$ cat config.mk
export PLATFORM = sky130hd
export DESIGN_NAME = async_tx_serializer
export DESIGN_NICKNAME = d
export VERILOG_FILES = /design/src/rtl/async_tx_serializer.sv
export SDC_FILE = /design/constraint.sdc
export NUM_CORES = 1
export LEC_CHECK = 0
export ABC_AREA = 1
export CORE_MARGIN = 3
export CORE_UTILIZATION = 48
export DETAILED_ROUTE_END_ITERATION = 6
export GPL_ROUTABILITY_DRIVEN = 1
export PLACE_DENSITY = 0.74
export SYNTH_ARGS = -nofsm -noshare
export SYNTH_HDL_FRONTEND = slang
export SYNTH_SLANG_ARGS = --single-unit
export TNS_END_PERCENT = 20
$ cat constraint.sdc
create_clock -name clk_in -period 1.48 [get_ports clk_in]
set_input_delay 0.444 -clock clk_in [delete_from_list [all_inputs] [get_ports clk_in]]
set_output_delay 0.444 -clock clk_in [all_outputs]
set_load 0.05 [all_outputs]
$ cat src/rtl/async_tx_serializer.sv
// Asynchronous serial transmitter: start bit, LSB-first data, optional parity, 1 or 2 stop bits.
// One baud_tick pulse marks each bit boundary; all outputs come straight from flops.
module async_tx_serializer #(
  parameter int DATA_WIDTH = 8,
  parameter int STOP_BITS  = 1
) (
  input  logic                  clk_in,
  input  logic                  rst_n,
  input  logic                  baud_tick,
  input  logic                  tx_start,
  input  logic [DATA_WIDTH-1:0] tx_data,
  input  logic                  parity_en,
  input  logic                  parity_odd,
  output logic                  tx,
  output logic                  busy,
  output logic                  done
);

  typedef enum logic [2:0] {
    IDLE   = 3'd0,
    ARM    = 3'd1,
    START  = 3'd2,
    DATA   = 3'd3,
    PARITY = 3'd4,
    STOP   = 3'd5
  } state_t;

  localparam logic [3:0] LAST_BIT  = 4'(DATA_WIDTH - 1);
  localparam logic       LAST_STOP = 1'(STOP_BITS - 1);

  state_t                state_r;
  logic [DATA_WIDTH-1:0] shift_r;
  logic [3:0]            bit_cnt_r;
  logic                  stop_cnt_r;
  logic                  par_en_r;
  logic                  par_bit_r;
  logic                  tx_r;
  logic                  busy_r;
  logic                  done_r;

  // Even parity is the XOR of the data; odd parity inverts it.
  function automatic logic calc_parity(input logic [DATA_WIDTH-1:0] data, input logic odd);
    return (^data) ^ odd;
  endfunction

  // Frame sequencer: one state step per baud_tick once a request is accepted.
  always_ff @(posedge clk_in or negedge rst_n) begin
    if (!rst_n) begin
      state_r    <= IDLE;
      shift_r    <= '0;
      bit_cnt_r  <= 4'd0;
      stop_cnt_r <= 1'b0;
      par_en_r   <= 1'b0;
      par_bit_r  <= 1'b0;
      tx_r       <= 1'b1;
      busy_r     <= 1'b0;
      done_r     <= 1'b0;
    end else begin
      done_r <= 1'b0;
      case (state_r)
        IDLE: begin
          tx_r <= 1'b1;
          if (tx_start) begin
            shift_r   <= tx_data;
            par_en_r  <= parity_en;
            par_bit_r <= calc_parity(tx_data, parity_odd);
            busy_r    <= 1'b1;
            state_r   <= ARM;
          end else begin
            busy_r <= 1'b0;
          end
        end
        ARM: begin
          if (baud_tick) begin
            tx_r    <= 1'b0;
            state_r <= START;
          end
        end
        START: begin
          if (baud_tick) begin
            tx_r      <= shift_r[0];
            shift_r   <= {1'b0, shift_r[DATA_WIDTH-1:1]};
            bit_cnt_r <= 4'd0;
            state_r   <= DATA;
          end
        end
        DATA: begin
          if (baud_tick) begin
            if (bit_cnt_r == LAST_BIT) begin
              if (par_en_r) begin
                tx_r    <= par_bit_r;
                state_r <= PARITY;
              end else begin
                tx_r       <= 1'b1;
                stop_cnt_r <= 1'b0;
                state_r    <= STOP;
              end
            end else begin
              tx_r      <= shift_r[0];
              shift_r   <= {1'b0, shift_r[DATA_WIDTH-1:1]};
              bit_cnt_r <= bit_cnt_r + 4'd1;
            end
          end
        end
        PARITY: begin
          if (baud_tick) begin
            tx_r       <= 1'b1;
            stop_cnt_r <= 1'b0;
            state_r    <= STOP;
          end
        end
        STOP: begin
          if (baud_tick) begin
            if (stop_cnt_r == LAST_STOP) begin
              done_r  <= 1'b1;
              busy_r  <= 1'b0;
              state_r <= IDLE;
            end else begin
              stop_cnt_r <= stop_cnt_r + 1'b1;
            end
          end
        end
        default: begin
          tx_r    <= 1'b1;
          busy_r  <= 1'b0;
          state_r <= IDLE;
        end
      endcase
    end
  end

  assign tx   = tx_r;
  assign busy = busy_r;
  assign done = done_r;

endmodule

==> run metrics <==
port bufs 16; CP required 1720 ps; # diodes 0; HP Class input pin to asynchronous set/reset pin; Num CTS Buffers 3; vias post-DR 1291; layout cells sized above 1 0.2883; Post-Syn Nets 195; slew margin rel. 0.8271; Residual DRC 0; Total GRT Usage 0.1921; ANT nets after route 0; Yosys Warn Count 0; Die X 57.13 um; crit end category flip-flop; Initial Utilization 0.5364; CP Class flip-flop to flip-flop; CTS tree done; Root Buffer clkbuf_4; HPWL after DPL 2085 um; core footprint 2340 sq um; Finish-stage setup viols 0; Tmin final 1465 ps; largest fanout on the critical path 15; most common cell after layout, fill and taps aside nand2_1; Clock Sinks 20; syn avg cell area 6.972 sq um; pwr dens 1915 nW/um^2; drt pass-1 iters 4; status finished clean; GPL Wtd Cong 0.8244; Syn Inst Count 180; Max-cap violations 0; Cell variety after synth 24; Max clock buf depth 2; Yosys reg bits 20; Ports 17; post-DR vias/cell 5.164; Final Power 3.425 mW; R2R cell count 9; row cnt 17; clock power share 0.097; sequential share of power 0.293; nets 238; Psw 1.535 mW; Clock Skews 3.128 ps; number of global-route vias before repair 1135; Clock Latency Late Sink 310 ps; Overflow after GRT 0; commonest cells after routing, fill and taps aside 64 x nand2_1, 23 x inv_1, 19 x buf_4; Tcrit/Tclk final 0.9898; f_max 682.6 MHz; initial antenna violation count 0; VDD IR max 1.396 mV; Switching Fraction 0.4483; Die H 57.13 um; Die Area 3264 sq um; drt total wl 3053 um; post-synthesis sequential area ratio 0.3998; Sum Neg Setup Slack 0 ps; flop2flop setup slack 20 ps; Design Area, Final 1788 sq um; wire length per cell 12.21 um; worst r2r src state_r[0]$_DFFE_PN0P_; clock slew at reported path FFs 120 ps; DR iter-0 viols 53; H-tree levels 1; final-report hold violation count 0; placed cell areas 1594 sq um; Final Max Slew Viols 0; RSZ-0062 raised after global routing true; CP Launch Type flip-flop; Hold WS 453.8 ps; Internal 1.889 mW; Area Overhead vs Synth 42.47%; leakage power 0.9116 nW; Hold Buf Count CTS 0; Post-Syn Area 1255 sq um; Gate power share 0.610; first-pass GRT wire length 4864 um; Worst EP arrival 1700 ps; worst r2r dst shift_r[3]$_DFFE_PN0P_; pin count of the biggest net entering global routing 21; Tightest Pin Transition 259.4 ps
-- worst max-delay path by stage --
stage                                         from                      to  slack, ps  cells past startpoint
after floorplan           bit_cnt_r[0]$_DFFE_PN0P_  shift_r[0]$_DFFE_PN0P_        100                      8
after global placement                   baud_tick  state_r[1]$_DFFE_PN0P_       -170                      7
after detailed placement                 baud_tick  state_r[2]$_DFFE_PN0P_       -290                      7
after CTS                   state_r[2]$_DFFE_PN0P_  state_r[1]$_DFFE_PN0P_         -1                      7
after global routing        state_r[1]$_DFFE_PN0P_  shift_r[6]$_DFFE_PN0P_        -90                      9
final                       state_r[0]$_DFFE_PN0P_  shift_r[3]$_DFFE_PN0P_         20                      9
-- critical path, cell delays in order (launching register included) --
cell and delay, ps:
dfrtp_2 470, nand2_2 100, nor2_4 170, nand2_2 110, nand2_2 80, nand2_2 50
a21oi_4 130, buf_12 150, nand2_1 60, o21ai_0 70
-- cell families after synthesis --
family	count (synthesis)	share of synthesized area
AOI/OAI and AO/OA	25	0.1186
DFF	20	0.3998
xor gates and xnor gates	3	0.02094
adders and majority gates	1	0.009968
and+or+nand+nor	103	0.3579
buffers and inverters	28	0.09273
-- cells in the mapped netlist, drive strengths merged --
cell type	count	area, sq um
a21oi	4	31.28
buf	2	18.77
dfrtp	19	475.5
dfstp	1	26.28
ha	1	12.51
inv	26	97.60
nand2	73	294.0
nand3	11	55.05
nand3b	2	15.01
nand4	1	6.260
nor2	14	60.06
nor3b	1	12.51
o21ai	19	102.6
o31ai	2	15.01
or2	1	6.260
xnor2	1	8.760
xor2	2	17.52
-- state kept, by name, indices dropped and copies added, names as in the netlist --
| signal | flops |
|---|---|
| bit_cnt_r | 4 |
| par_en_r | 1 |
| done | 1 |
| state_r | 3 |
| shift_r | 8 |
| busy | 1 |
| tx | 1 |
| par_bit_r | 1 |
-- stage by stage --
stage                     setup WS [ps]  utilization  cells
after global placement           -168.3       0.6813    238
after global routing             -88.12       0.7642    250
final                             15.10       0.7642    250
after detailed placement         -285.5       0.6813    238
after CTS                        -1.254       0.7005    242
after floorplan                   95.22            -    180
-- power by group through the flow --
stage / sequential, mW / clock, mW / combinational (mW)
detailed placement: 0.972 / 0 / 1.77
global route: 1.02 / 0.360 / 2.33
floorplan: 1.03 / 0 / 1.11
finish: 1.00 / 0.332 / 2.09
CTS: 0.972 / 0.330 / 1.78
global placement: 0.964 / 0 / 1.69
-- cell type report --
cell class / count / area, sq um
clock buffers: 4 / 36.28
fillers: 162 / 551.8
inverters: 26 / 102.6
multi-input cells: 132 / 714.4
flip-flops and latches: 20 / 505.5
well taps: 28 / 35.03
repair buffers: 40 / 394.1
-- timing repair --
item,in CTS,in global routing
pin swaps,1,5
buffers inserted,0,8
endpoints found under the setup margin,12,16
hold endpoints to repair,0,0
gates resized for setup,4,26
-- per-layer routing --
metal / part of all wire / up-vias / global-route usage
met3: 0.046 / 12 / 0.03167
li1: - / 644 / -
met5: 0 / - / 0
met4: 0.038 / 0 / 0.1060
met2: 0.50 / 59 / 0.3214
met1: 0.41 / 576 / 0.2344
(Power assumes the default switching activity.)
